<file path="src/rtl/dm_access_if.sv">
// Bundle of the pipeline-side request/response signals and the data-memory
// port used by dm_access_unit. The slave modport is the access unit; the
// master modport is the surrounding pipeline plus data memory.
interface dm_access_if #(
   parameter int ADDR_W = 14
);
   // pipeline request
   logic              req_valid;
   logic              req_we;
   logic [1:0]        req_size;
   logic              req_unsigned;
   logic [31:0]       req_addr;
   logic [31:0]       req_wdata;
   // pipeline response
   logic              stall;
   logic              rdata_valid;
   logic [31:0]       rdata;
   logic              misaligned;
   // data-memory port
   logic              DM_read;
   logic              DM_write;
   logic [ADDR_W-1:0] DM_addr;
   logic [31:0]       DM_in;
   logic [31:0]       DM_out;

   modport slave (
      input  req_valid, req_we, req_size, req_unsigned, req_addr, req_wdata,
      input  DM_out,
      output stall, rdata_valid, rdata, misaligned,
      output DM_read, DM_write, DM_addr, DM_in
   );

   modport master (
      output req_valid, req_we, req_size, req_unsigned, req_addr, req_wdata,
      output DM_out,
      input  stall, rdata_valid, rdata, misaligned,
      input  DM_read, DM_write, DM_addr, DM_in
   );
endinterface

</file>
<file path="src/rtl/dm_access_unit.sv">
// Memory-stage load/store unit in front of a word-addressed data memory.
// Byte-addressed byte/half/word requests become word accesses; sub-word
// stores use read-modify-write, loads extract and extend the addressed lane.
// All outputs are combinational from state and the live request, and are
// forced to zero while rst is high so the reset takes effect immediately.
module dm_access_unit #(
   parameter int ADDR_W = 14
) (
   input  logic       clk,
   input  logic       rst,
   dm_access_if.slave bus
);

   localparam logic [1:0] S_IDLE    = 2'd0;
   localparam logic [1:0] S_LD_WAIT = 2'd1;
   localparam logic [1:0] S_ST_RMW  = 2'd2;

   logic [1:0]        state_q, state_d;
   logic [ADDR_W-1:0] addr_q,  addr_d;
   logic [1:0]        size_q,  size_d;
   logic [1:0]        lane_q,  lane_d;
   logic              uns_q,   uns_d;
   logic [31:0]       wdata_q, wdata_d;

   // request decode
   logic        req_word, req_half, req_mis, req_ok;
   logic        launch_ld, launch_rmw, word_st;
   logic [ADDR_W-1:0] req_waddr;

   // load extraction and store merge
   logic [31:0] ld_shift, ld_ext;
   logic [31:0] st_rep, st_merged;
   logic [3:0]  st_be;

   // pre-mask outputs
   logic              stall_c, rdata_valid_c, misaligned_c, read_c, write_c;
   logic [31:0]       rdata_c, din_c;
   logic [ADDR_W-1:0] addr_c;

   // address bits above the DM word index are deliberately ignored
   logic unused_addr_hi;
   assign unused_addr_hi = ^bus.req_addr[31:ADDR_W+2];

   // Classify the live request: size 11 behaves as word.
   always_comb begin
      req_word   = bus.req_size[1];
      req_half   = (bus.req_size == 2'b01);
      req_mis    = bus.req_valid &&
                   ((req_half && bus.req_addr[0]) ||
                    (req_word && (bus.req_addr[1:0] != 2'b00)));
      req_ok     = bus.req_valid && !req_mis;
      launch_ld  = req_ok && !bus.req_we;
      launch_rmw = req_ok && bus.req_we && !req_word;
      word_st    = req_ok && bus.req_we && req_word;
      req_waddr  = bus.req_addr[ADDR_W+1:2];
   end

   // Shift the addressed lane to bit 0, then zero- or sign-extend it.
   always_comb begin
      ld_shift = bus.DM_out >> {lane_q, 3'b000};
      case (size_q)
         2'b00:   ld_ext = uns_q ? {24'd0, ld_shift[7:0]}
                                 : {{24{ld_shift[7]}}, ld_shift[7:0]};
         2'b01:   ld_ext = uns_q ? {16'd0, ld_shift[15:0]}
                                 : {{16{ld_shift[15]}}, ld_shift[15:0]};
         default: ld_ext = bus.DM_out;
      endcase
      // replicate the store data into every lane; the byte enables pick one
      st_rep = (size_q == 2'b00) ? {4{wdata_q[7:0]}} : {2{wdata_q[15:0]}};
   end

   // Per-lane merge of old word and latched store data.
   generate
      for (genvar gi = 0; gi < 4; gi++) begin : g_lane
         assign st_be[gi] = (size_q == 2'b00) ? (lane_q == 2'(gi))
                          : (size_q == 2'b01) ? (lane_q[1] == 1'(gi / 2))
                          : 1'b1;
         assign st_merged[8*gi +: 8] = st_be[gi] ? st_rep[8*gi +: 8]
                                                 : bus.DM_out[8*gi +: 8];
      end
   endgenerate

   // Next-state and output logic; outputs are zeroed while in reset.
   always_comb begin
      state_d       = state_q;
      addr_d        = addr_q;
      size_d        = size_q;
      lane_d        = lane_q;
      uns_d         = uns_q;
      wdata_d       = wdata_q;
      stall_c       = 1'b0;
      rdata_valid_c = 1'b0;
      rdata_c       = 32'd0;
      misaligned_c  = 1'b0;
      read_c        = 1'b0;
      write_c       = 1'b0;
      addr_c        = '0;
      din_c         = 32'd0;
      case (state_q)
         S_IDLE: begin
            addr_c       = req_waddr;
            misaligned_c = req_mis;
            if (word_st) begin
               write_c = 1'b1;
               din_c   = bus.req_wdata;
            end
            if (launch_ld || launch_rmw) begin
               read_c  = 1'b1;
               stall_c = 1'b1;
               addr_d  = req_waddr;
               size_d  = bus.req_size;
               lane_d  = bus.req_addr[1:0];
               uns_d   = bus.req_unsigned;
               wdata_d = bus.req_wdata;
               state_d = launch_ld ? S_LD_WAIT : S_ST_RMW;
            end
         end
         S_LD_WAIT: begin
            addr_c        = addr_q;
            rdata_valid_c = 1'b1;
            rdata_c       = ld_ext;
            state_d       = S_IDLE;
         end
         S_ST_RMW: begin
            addr_c  = addr_q;
            write_c = 1'b1;
            din_c   = st_merged;
            state_d = S_IDLE;
         end
         default: state_d = S_IDLE;
      endcase
      if (rst) begin
         stall_c       = 1'b0;
         rdata_valid_c = 1'b0;
         rdata_c       = 32'd0;
         misaligned_c  = 1'b0;
         read_c        = 1'b0;
         write_c       = 1'b0;
         addr_c        = '0;
         din_c         = 32'd0;
      end
   end

   assign bus.stall       = stall_c;
   assign bus.rdata_valid = rdata_valid_c;
   assign bus.rdata       = rdata_c;
   assign bus.misaligned  = misaligned_c;
   assign bus.DM_read     = read_c;
   assign bus.DM_write    = write_c;
   assign bus.DM_addr     = addr_c;
   assign bus.DM_in       = din_c;

   // State and latched request fields; reset aborts any access in flight.
   always_ff @(posedge clk or posedge rst) begin
      if (rst) begin
         state_q <= S_IDLE;
         addr_q  <= '0;
         size_q  <= 2'b00;
         lane_q  <= 2'b00;
         uns_q   <= 1'b0;
         wdata_q <= 32'd0;
      end else begin
         state_q <= state_d;
         addr_q  <= addr_d;
         size_q  <= size_d;
         lane_q  <= lane_d;
         uns_q   <= uns_d;
         wdata_q <= wdata_d;
      end
   end

endmodule

</file>
<file path="src/flat_wrapper.sv">
// flat-port wrapper written by rule: the top's interface ports become plain ports
module dm_access_unit_flat 
#(
   parameter int ADDR_W = 14
)
  (clk, rst, bus_req_valid, bus_req_we, bus_req_size, bus_req_unsigned, bus_req_addr, bus_req_wdata, bus_DM_out, bus_stall, bus_rdata_valid, bus_rdata, bus_misaligned, bus_DM_read, bus_DM_write, bus_DM_addr, bus_DM_in);
  dm_access_if #(.ADDR_W(ADDR_W)) bus_i ();
  input  logic clk;
  input  logic rst;
  input wire logic [$bits(bus_i.req_valid)-1:0] bus_req_valid;
  input wire logic [$bits(bus_i.req_we)-1:0] bus_req_we;
  input wire logic [$bits(bus_i.req_size)-1:0] bus_req_size;
  input wire logic [$bits(bus_i.req_unsigned)-1:0] bus_req_unsigned;
  input wire logic [$bits(bus_i.req_addr)-1:0] bus_req_addr;
  input wire logic [$bits(bus_i.req_wdata)-1:0] bus_req_wdata;
  input wire logic [$bits(bus_i.DM_out)-1:0] bus_DM_out;
  output wire logic [$bits(bus_i.stall)-1:0] bus_stall;
  output wire logic [$bits(bus_i.rdata_valid)-1:0] bus_rdata_valid;
  output wire logic [$bits(bus_i.rdata)-1:0] bus_rdata;
  output wire logic [$bits(bus_i.misaligned)-1:0] bus_misaligned;
  output wire logic [$bits(bus_i.DM_read)-1:0] bus_DM_read;
  output wire logic [$bits(bus_i.DM_write)-1:0] bus_DM_write;
  output wire logic [$bits(bus_i.DM_addr)-1:0] bus_DM_addr;
  output wire logic [$bits(bus_i.DM_in)-1:0] bus_DM_in;
  assign bus_i.req_valid = bus_req_valid;
  assign bus_i.req_we = bus_req_we;
  assign bus_i.req_size = bus_req_size;
  assign bus_i.req_unsigned = bus_req_unsigned;
  assign bus_i.req_addr = bus_req_addr;
  assign bus_i.req_wdata = bus_req_wdata;
  assign bus_i.DM_out = bus_DM_out;
  assign bus_stall = bus_i.stall;
  assign bus_rdata_valid = bus_i.rdata_valid;
  assign bus_rdata = bus_i.rdata;
  assign bus_misaligned = bus_i.misaligned;
  assign bus_DM_read = bus_i.DM_read;
  assign bus_DM_write = bus_i.DM_write;
  assign bus_DM_addr = bus_i.DM_addr;
  assign bus_DM_in = bus_i.DM_in;
  dm_access_unit #(.ADDR_W(ADDR_W)) u_core (.clk(clk), .rst(rst), .bus(bus_i));
endmodule
</file>
<file path="config.mk">
export PLATFORM = sky130hd
export DESIGN_NAME = dm_access_unit_flat
export DESIGN_NICKNAME = d
export VERILOG_FILES = /design/src/rtl/dm_access_if.sv /design/src/rtl/dm_access_unit.sv /design/src/flat_wrapper.sv
export SDC_FILE = /design/constraint.sdc
export NUM_CORES = 1
export LEC_CHECK = 0
export ABC_AREA = 1
export BUFFER_PORTS_ARGS = -buffer_cell sky130_fd_sc_hd__buf_4
export CORE_MARGIN = 2
export CORE_UTILIZATION = 44
export DETAILED_ROUTE_END_ITERATION = 8
export HOLD_SLACK_MARGIN = 0.12
export PLACE_DENSITY = 0.79
export SLEW_MARGIN = 20
export SYNTH_ARGS = -nofsm -noshare
export SYNTH_HDL_FRONTEND = slang
export SYNTH_SLANG_ARGS = --single-unit
</file>
<file path="constraint.sdc">
create_clock -name clk -period 2.6 [get_ports clk]
set_input_delay 0.52 -clock clk [delete_from_list [all_inputs] [get_ports clk]]
set_output_delay 0.52 -clock clk [all_outputs]
set_load 0.05 [all_outputs]
</file>
==> flow_summary_export.csv, run 1 <==
group,metric,value,unit
drt,antenna_left,0,
clock_network,cts_buffer_depth,2,
place,place_congestion,0.916,
power,peakVddDrop,0.553,mV
synth,yosysTopAreaCellShare,23.0,%
worst_setup_path,start_kind,"register",
sta,hold_ws,0.427,ns
synth,synth_area_per_cell,5.73,sq um
final_layout,regArea,931,sq um
sta,fmax,0.398,GHz
final_layout,drive_above_1_share,31.7,%
worst_setup_path,crit_type,"reg2out",
drt,first_pass_iters,5,
sta,fin_ws,0.0878,ns
synth,synthMuxAreaShare,0,%
global_routing,grt_max_degree,38,
worst_setup_path,endpoint_kind,"primary output",
global_routing,grt_pass1_vias,4858,
synth,synthesis.nets,811,
worst_setup_path,worstPathRequired,2.08,ns
floorplan,dieHeight,99.7,um
floorplan,initial_core_util,45.8,%
final_layout,fin_cells,969,
synth,synth-simple-area-share,49.0,%
floorplan,std_cell_rows,34,
global_routing,grt_pass1_wl,22900,um
floorplan,core,8810,sq um
clock_network,htreeDepth,2,
final_layout,multiInputGateArea,2630,sq um
drt,routedWlPerCell,14.9,um
drt,drt_wl_total,14400,um
sta,final-setup-viol-count,0,
power,power.leakage,3.07,nW
global_routing,antenna_found_initial,0,
clock_network,hold_buffers,0,
place,port_buffers,169,
clock_network,path_clk_slew,0.07,ns
outcome,status,"completed",
power,p_total,5.01,mW
worst_setup_path,worstPathMaxFanout,18,
power,power_density,905,nW/um^2
sta,finalHoldViolations,0,
synth,synth.largest_area_cell,"dfrtp_1",
synth,synth.cell_area,4030,sq um
clock_network,clk_latency,0.29,ns
final_layout,final_nets,967,
worst_setup_path,worst-endpoint-arrival,1.99,ns
sta,fin_setup_tns,0,ns
place,dp_slack,0.169,ns
floorplan,die_x,99.7,um
synth,synth_compound_area_share,12.8,%
place,dpl-instance-area,5380,sq um
sta,skew,0.00369,ns
synth,yosysMostFrequentCell,"nand2_1",
drt,post_drt_via_cell_ratio,5.28,
hold_path,hold_path.class,"in2reg",
place,dp_hpwl,11300,um
place,placed_cells,956,
job,cap_violations,0,
synth,synth_top_family_by_area,"simple AND/OR/NAND/NOR gates",
synth,async_flop_share,100,%
synth,synth_edf_count,0,
final_layout,final.fill_count,850,
synth,synth-adder-area-share,1.24,%
drt,drc,0,
synth,yosys_most_used_dff,"dfrtp_1",
final_layout,antenna_cells,0,
clock_network,cts_tree,"done",
final_layout,area_growth,37.2,%
synth,synth.distinct_cells,37,
sta,worstMarginPinSlew,0.520,ns
synth,postSynthCellCount,704,
sta,fin_crit,2.51,ns
clock_network,numCtsBuffers,5,
synth,synth_common_cells,"nand2_1, nor2_1, nand3_1",
floorplan,pin_count,186,
synth,yosysSeqAreaShare,23.0,%
final_layout,final_area,5530,sq um
synth,ys_seq_elements,37,
synth,synth-xor-area-share,0,%
global_routing,grt.total_usage,28.1,%
synth,synth_area_leaders,"dfrtp_1, nand2_1, nor2_1",
clock_network,cts_root_buf,"clkbuf_8",
clock_network,clkSinkCount,37,
synth,synth_warnings,0,
drt,vias,5121,
sta,drv_slew,0,
global_routing,grt_overflow,0,
sta,slew_headroom,65.3,%
final_layout,utilization,62.8,%
drt,drt_iter0_drc,296,
sta,period_share,96.6,%
floorplan,dieArea,9940,sq um
sta,rsz0062_at_grt,"true",
## layout by cell type (no fill, tap or decap), drive strengths merged
cell,netlist,routed
a22oi,3,3
nand3,67,67
a21oi,58,58
or2,1,1
o22ai,4,4
inv,79,78
clkbuf,14,6
dfrtp,37,37
buf,27,190
o211ai,4,4
nand3b,12,12
nand2,250,250
clkinvlp,0,1
clkinv,2,4
o21ai,25,25
nand4,9,9
nor2,108,108
ha,4,4
## registers in the layout, summed over array words and instances, names as in the netlist
signal          flops
u_core.lane_q       2
u_core.addr_q      14
u_core.size_q       2
u_core.state_q      2
u_core.uns_q        1
u_core.wdata_q     16
## worst max-delay path, cell delays in order, from the launching register on
cell and delay (ns):
dfrtp_2 0.50, inv_4 0.06, buf_4 0.17, nand2_8 0.11, nand3_2 0.19, nand3_1 0.12, nand3_1 0.11, a21oi_1 0.21
buf_4 0.23
## area by class of cell
class                   count  share of cell area, %
clock buffers               6                   1.31
inverters                  81                   5.77
flip-flops and latches     37                   16.8
repair buffers            190                   26.0
well taps                 108                   2.44
multi-input cells         545                   47.5
clock inverters             2                  0.181
## path summary, 6_finish.rpt
check | startpoint | to | slack [ns] | cells past startpoint
setup / recovery | u_core.lane_q[1] | bus_DM_in[11] | 0.09 | 8
setup reg to reg | u_core.state_q[0] | u_core.wdata_q[12] | 0.55 | 8
hold / removal | bus_req_unsigned | u_core.uns_q | 0.43 | 3
max in group asynchronous | rst | u_core.lane_q[0] | 1.81 | 3
min in group asynchronous | rst | u_core.wdata_q[15] | 0.46 | 3
hold reg to reg | u_core.wdata_q[13] | u_core.wdata_q[13] | 0.48 | 2
## report_power, final
group          internal, mW  total [mW]  switching, mW
clock network         0.186       0.387          0.202
registers             0.815        1.09          0.279
logic                  1.12        3.53           2.41
## repair_timing
action | 4_1_cts | 5_1_grt
endpoints found under the setup margin | 32 | 29
buffers inserted | 0 | 5
gates resized for setup | 3 | 6
pin swaps | 0 | 2
cloned | 0 | 0
## logic make-up after synthesis
family	count (synthesis)
buffers and inverters	122
DFF	37
adders and majority gates	4
AOI/OAI and AO/OA	94
and+or+nand+nor	447
## per-layer routing
| layer | up-vias | track usage [%] | wire length [um] |
|---|---|---|---|
| met4 | 0 | 8.85 | 319 |
| met1 | 2316 | 35.4 | 5870 |
| met3 | 26 | 4.43 | 1350 |
| li1 | 2521 | - | - |
| met2 | 258 | 49.2 | 6880 |
| met5 | - | 0 | 0 |
(Power assumes the default switching activity.)
==> inputs of run 2 (changes only) <==
--- a/config.mk
+++ b/config.mk
@@ -6,7 +6,7 @@
 export NUM_CORES = 1
 export LEC_CHECK = 0
 export ABC_AREA = 1
-export BUFFER_PORTS_ARGS = -buffer_cell sky130_fd_sc_hd__buf_4
+export BUFFER_PORTS_ARGS = -buffer_cell sky130_fd_sc_hd__buf_2
 export CORE_MARGIN = 2
 export CORE_UTILIZATION = 44
 export DETAILED_ROUTE_END_ITERATION = 8
==> run 2 against run 1 <==
Effect of this change:
- total power about the same
- critical path type unchanged
- combinational power decreased by 4%
- non-clock buffer count decreased by 1
- sequential power hardly changed
- critical path depth unchanged
- worst setup slack better by 0.011 ns
- clock power is 34% higher
- sequential cell count stayed put
==> flow_summary_export.csv, run 2 (synthesis gave the netlist of run 1 again) <==
group,metric,value,unit
worst_setup_path,worstPathRequired,2.08,ns
worst_setup_path,worstPathMaxFanout,19,
worst_setup_path,worst-endpoint-arrival,1.98,ns
global_routing,grt_overflow,0,
worst_setup_path,r2r-end,"u_core.addr_q[9]",
drt,antenna_left,0,
worst_setup_path,path_cells,"inv_8, nand2_4, nor2_2, nand2_4, nand3_2, nand2_2, inv_2, buf_2",
floorplan,dieHeight,99.7,um
place,dp_hpwl,10400,um
sta,fin_crit,2.50,ns
clock_network,cts_buffer_depth,2,
outcome,status,"completed",
drt,drc,0,
final_layout,antenna_cells,0,
drt,post_drt_via_cell_ratio,5.04,
global_routing,grt.total_usage,26.1,%
sta,worstMarginPinSlew,0.525,ns
final_layout,final_nets,967,
clock_network,cts_tree,"done",
sta,drv_slew,0,
drt,drt_iter0_drc,256,
global_routing,grt_pass1_wl,21200,um
clock_network,clk_latency,0.29,ns
clock_network,clkSinkCount,37,
clock_network,hold_buffers,0,
worst_setup_path,crit_top_cell,"nand2_4",
clock_network,path_clk_slew,0.07,ns
floorplan,std_cell_rows,34,
worst_setup_path,critPathMaxStageDelay,0.53,ns
global_routing,grt_max_degree,38,
drt,vias,4882,
drt,drt_wl_total,13300,um
hold_path,whs_path_depth,3,
final_layout,layout_common_cells,"nand2_1, buf_2, nor2_1, nand3_1, inv_1",
sta,final-setup-viol-count,0,
power,peakVddDrop,0.492,mV
worst_setup_path,start_kind,"register",
worst_setup_path,rr_startpoint,"u_core.state_q[0]",
place,place_congestion,0.924,
hold_path,hold_path.class,"in2reg",
power,power.leakage,3.02,nW
sta,finalHoldViolations,0,
drt,first_pass_iters,6,
floorplan,pin_count,186,
place,placed_cells,955,
global_routing,grt_pass1_vias,4426,
worst_setup_path,slowest_stage,"dfrtp_2",
worst_setup_path,crit_type,"reg2out",
final_layout,largest_register_ffs,16,
final_layout,final.fill_count,913,
global_routing,antenna_found_initial,0,
worst_setup_path,rr_worst_depth,8,
sta,skew,0.00213,ns
power,power_density,965,nW/um^2
floorplan,core,8810,sq um
hold_path,hp-start,"bus_req_unsigned",
final_layout,top_register,"u_core.wdata_q",
floorplan,die_x,99.7,um
final_layout,final_common_cell,"nand2_1",
final_layout,reg_top3,"u_core.wdata_q x16, u_core.addr_q x14",
final_layout,area_growth,28.6,%
sta,rsz0062_at_grt,"true",
clock_network,cts_root_buf,"clkbuf_8",
sta,slew_headroom,65.0,%
clock_network,htreeDepth,2,
worst_setup_path,endpoint_kind,"primary output",
hold_path,worstHoldEndpoint,"u_core.uns_q",
job,cap_violations,0,
place,port_buffers,169,
final_layout,fin_cells,969,
floorplan,initial_core_util,45.8,%
drt,routedWlPerCell,13.7,um
clock_network,numCtsBuffers,5,
sta,fmax,0.400,GHz
sta,period_share,96.2,%
worst_setup_path,reg2reg_setup_slack,0.54,ns
floorplan,dieArea,9940,sq um
power,p_total,5.00,mW
final_layout,drive_above_1_share,31.9,%
run 2: changes by cell type in the layout (fill, tap and decap cells not counted), moves of 2 or more:
cell and delta:
nor2_1 -2, nor2_2 +2, buf_2 +167, buf_4 -174, buf_12 +3, clkbuf_4 +2, clkinv_2 -2
run 2: metrics by stage:
stage                     hold slack (ns)  TNS [ns]  cell area [sq um]  utilization [%]  setup slack (ns)
final                               0.434         0               5190             58.9            0.0985
after floorplan                     0.449    -0.273               4110                -           -0.0277
after global routing                0.435   -0.0124               5190             58.9          -0.00888
after global placement              0.463         0               4960             56.3             0.144
after CTS                           0.426         0               5080             57.7            0.0470
after detailed placement            0.467         0               4960             56.3             0.149
run 2: worst max path at each step:
stage / start / to / cells past startpoint
2_1_floorplan: rst / bus_rdata[15] / 6
3_3_place_gp: bus_req_size[1] / bus_DM_in[11] / 9
3_5_place_dp: bus_req_size[1] / bus_DM_in[11] / 9
4_1_cts: u_core.size_q[0] / bus_DM_in[29] / 8
5_1_grt: u_core.lane_q[0] / bus_rdata[14] / 8
6_report: u_core.size_q[1] / bus_rdata[24] / 8
run 2: power breakdown:
group	switching, mW	total, mW	internal [mW]
clock network	0.205	0.517	0.312
registers	0.269	1.08	0.815
logic	2.36	3.40	1.04
total	2.84	5.00	2.17
run 2: cell type report:
cell class | instances | area, sq um | area share, %
clock buffer | 6 | 82.6 | 1.59
clock inverter | 2 | 37.5 | 0.724
inverter | 81 | 319 | 6.15
multi-input combinational | 546 | 2630 | 50.6
sequential | 37 | 931 | 17.9
tap | 108 | 135 | 2.61
timing repair buffer | 189 | 1050 | 20.3
run 2: what timing repair did:
item / 4_1_cts / 5_1_grt
resized for setup: 3 / 8
setup buffers: 0 / 5
pin swaps: 0 / 3
endpoints found under the setup margin: 31 / 34
hold endpoints to repair: 0 / 0
gates cloned: 0 / 1
run 2: metal layers:
layer	part of all wire [%]	wire (um)	up-vias	global-route usage, %
met5	0	0	-	0
met4	1.8	240	0	7.90
met3	9.5	1260	20	5.48
met2	46	6090	227	42.4
met1	43	5720	2114	34.9
li1	-	-	2521	-
run 2: worst max-delay path: cells and delay by family, from the launching register on:
kind          cells  cell delay (ns)
buf+inv           3             0.47
simple gates      5             0.69
flops             1             0.53
==> inputs of run 3 (changes only) <==
--- a/config.mk
+++ b/config.mk
@@ -12,7 +12,8 @@
 export DETAILED_ROUTE_END_ITERATION = 8
 export HOLD_SLACK_MARGIN = 0.12
 export PLACE_DENSITY = 0.79
-export SLEW_MARGIN = 20
+export SETUP_SLACK_MARGIN = 0.2
+export SLEW_MARGIN = 10
 export SYNTH_ARGS = -nofsm -noshare
 export SYNTH_HDL_FRONTEND = slang
 export SYNTH_SLANG_ARGS = --single-unit
==> run 3 against run 2 <==
Effect of this change:
- clock skew increased by 0.0027 ns
- sequential cell count unchanged
- cell area is 16% higher
- global-route usage rose by 2.0 points
- core utilization rose by 9.3 points
- critical path type unchanged
==> flow_summary_export.csv, run 3 (synthesis gave the netlist of run 1 again) <==
group,metric,value,unit
floorplan,core,8810,sq um
sta,worstMarginPinSlew,0.548,ns
final_layout,area_growth,49.0,%
drt,drt_iter0_drc,531,
drt,post_drt_via_cell_ratio,5.38,
worst_setup_path,endpoint_kind,"primary output",
global_routing,antenna_found_initial,0,
final_layout,multiInputGateArea,2980,sq um
final_layout,reg_top3,"u_core.wdata_q x16, u_core.addr_q x14",
worst_setup_path,slowest_stage,"dfrtp_1",
global_routing,grt_pass1_vias,4756,
hold_path,hold_path.class,"in2reg",
worst_setup_path,worstPathRequired,2.08,ns
worst_setup_path,worstPathMaxFanout,8,
power,power_density,948,nW/um^2
power,power.leakage,3.19,nW
drt,first_pass_iters,6,
drt,drc,0,
place,place_congestion,0.938,
worst_setup_path,reg2reg_setup_slack,0.36,ns
floorplan,std_cell_rows,34,
final_layout,final.fill_count,763,
drt,vias,5319,
final_layout,largest_register_ffs,16,
global_routing,grt.total_usage,28.1,%
global_routing,grt-busiest-layer,"met2",
clock_network,cts_tree,"done",
floorplan,dieArea,9940,sq um
hold_path,hp-start,"bus_req_unsigned",
final_layout,final_common_cell,"nand2_1",
place,dp_hpwl,10600,um
worst_setup_path,startpoint,"u_core.state_q[1]",
final_layout,final_nets,987,
power,peakVddDrop,0.592,mV
worst_setup_path,critPathMaxStageDelay,0.43,ns
sta,final-setup-viol-count,0,
sta,fmax,0.407,GHz
global_routing,grt_max_degree,40,
drt,antenna_left,0,
power,p_total,5.69,mW
clock_network,htreeDepth,2,
worst_setup_path,rr_startpoint,"u_core.state_q[1]",
worst_setup_path,rr_worst_depth,9,
clock_network,cts_buffer_depth,2,
global_routing,met1_usage,36.1,%
sta,rsz0062_at_grt,"true",
worst_setup_path,crit_type,"reg2out",
drt,drt_wl_total,15200,um
clock_network,clkSinkCount,37,
final_layout,antenna_cells,0,
worst_setup_path,worst-endpoint-arrival,1.94,ns
global_routing,grt_overflow,0,
worst_setup_path,start_kind,"register",
hold_path,worstHoldEndpoint,"u_core.uns_q",
sta,period_share,94.4,%
final_layout,layout_common_cells,"nand2_1, buf_2, nor2_1, nand3_1, inv_1",
place,dp_slack,0.148,ns
job,cap_violations,0,
place,port_buffers,169,
clock_network,cts_root_buf,"clkbuf_8",
final_layout,drive_above_1_share,41.0,%
sta,drv_slew,0,
final_layout,top_register,"u_core.wdata_q",
clock_network,clk_latency,0.29,ns
final_layout,regArea,931,sq um
floorplan,pin_count,186,
sta,fin_setup_tns,0,ns
global_routing,met2_usage,47.9,%
sta,skew,0.00481,ns
floorplan,die_x,99.7,um
sta,slew_headroom,63.4,%
global_routing,use_met3,5.13,%
hold_path,whs_path_depth,3,
drt,routedWlPerCell,15.4,um
sta,fin_crit,2.46,ns
worst_setup_path,path_cells,"inv_2, ha_4, nand2_2, inv_2, nand4_4, clkbuf_16, nor2_1, nor2_1, nor2_1, buf_6",
clock_network,hold_buffers,0,
sta,fin_ws,0.144,ns
floorplan,initial_core_util,45.8,%
clock_network,path_clk_slew,0.08,ns
sta,finalHoldViolations,0,
global_routing,grt_pass1_wl,22700,um
worst_setup_path,crit_top_cell,"nor2_1",
floorplan,dieHeight,99.7,um
outcome,status,"completed",
clock_network,numCtsBuffers,5,
worst_setup_path,r2r-end,"u_core.wdata_q[14]",
## run 3: cell types whose count changed in the layout (fill, tap and decap cells not counted), moves of 19 or more
cell | previous run | this run
a21oi_1 | 43 | 22
buf_2 | 167 | 104
buf_4 | 15 | 54
buf_6 | 1 | 28
nor2_1 | 94 | 70
nor2_2 | 9 | 28
## run 3: routing by layer
metal  up-vias  part of all wire [%]
met4         0                   3.0
li1       2564                     -
met3        56                   9.8
met5         -                     0
met1      2368                    40
met2       331                    47
## run 3: how the worst max path moves through the flow
stage	end	slack (ns)	cells past startpoint
final	bus_DM_in[31]	0.14	10
after detailed placement	bus_DM_in[13]	0.15	9
after CTS	bus_DM_in[7]	0.16	7
after global routing	bus_DM_in[26]	0.06	10
after floorplan	bus_rdata[18]	0.03	7
after global placement	bus_DM_in[13]	0.18	9
## run 3: power by group
| group | leakage, nW | switching, mW | internal [mW] | total [mW] |
|---|---|---|---|---|
| Clock | 0.0542 | 0.208 | 0.240 | 0.447 |
| Combinational | 2.68 | 2.71 | 1.43 | 4.14 |
| Sequential | 0.457 | 0.284 | 0.815 | 1.10 |
## run 3: per-stage QoR
| step | hold WS [ns] | instances | area [sq um] | utilization [%] |
|---|---|---|---|---|
| global placement | 0.464 | 956 | 5140 | 58.4 |
| detailed placement | 0.466 | 956 | 5140 | 58.4 |
| CTS | 0.428 | 973 | 5500 | 62.4 |
| global route | 0.434 | 989 | 6010 | 68.2 |
| floorplan | 0.449 | 704 | 4290 | - |
| finish | 0.428 | 989 | 6010 | 68.2 |
## run 3: final cells by class
cell class	instances	share of cell area [%]
inverters	81	5.81
multi-input cells	546	49.5
flip-flops and latches	37	15.5
well taps	108	2.25
repair buffers	209	25.2
clock buffers	7	1.60
clock inverters	1	0.0833
## run 3: critical path: cells and delay by family, from the launching register on
| family | cells | cell delay [ns] |
|---|---|---|
| flops | 1 | 0.43 |
| simple gates | 5 | 0.47 |
| fa+ha+maj | 1 | 0.14 |
| buf+inv | 4 | 0.58 |
## run 3: timing repair
| action | 4_1_cts | 5_1_grt |
|---|---|---|
| resized for setup | 59 | 118 |
| setup endpoints to repair | 68 | 69 |
| gates cloned | 1 | 2 |
| setup buffers | 8 | 14 |
| pin swaps | 3 | 28 |
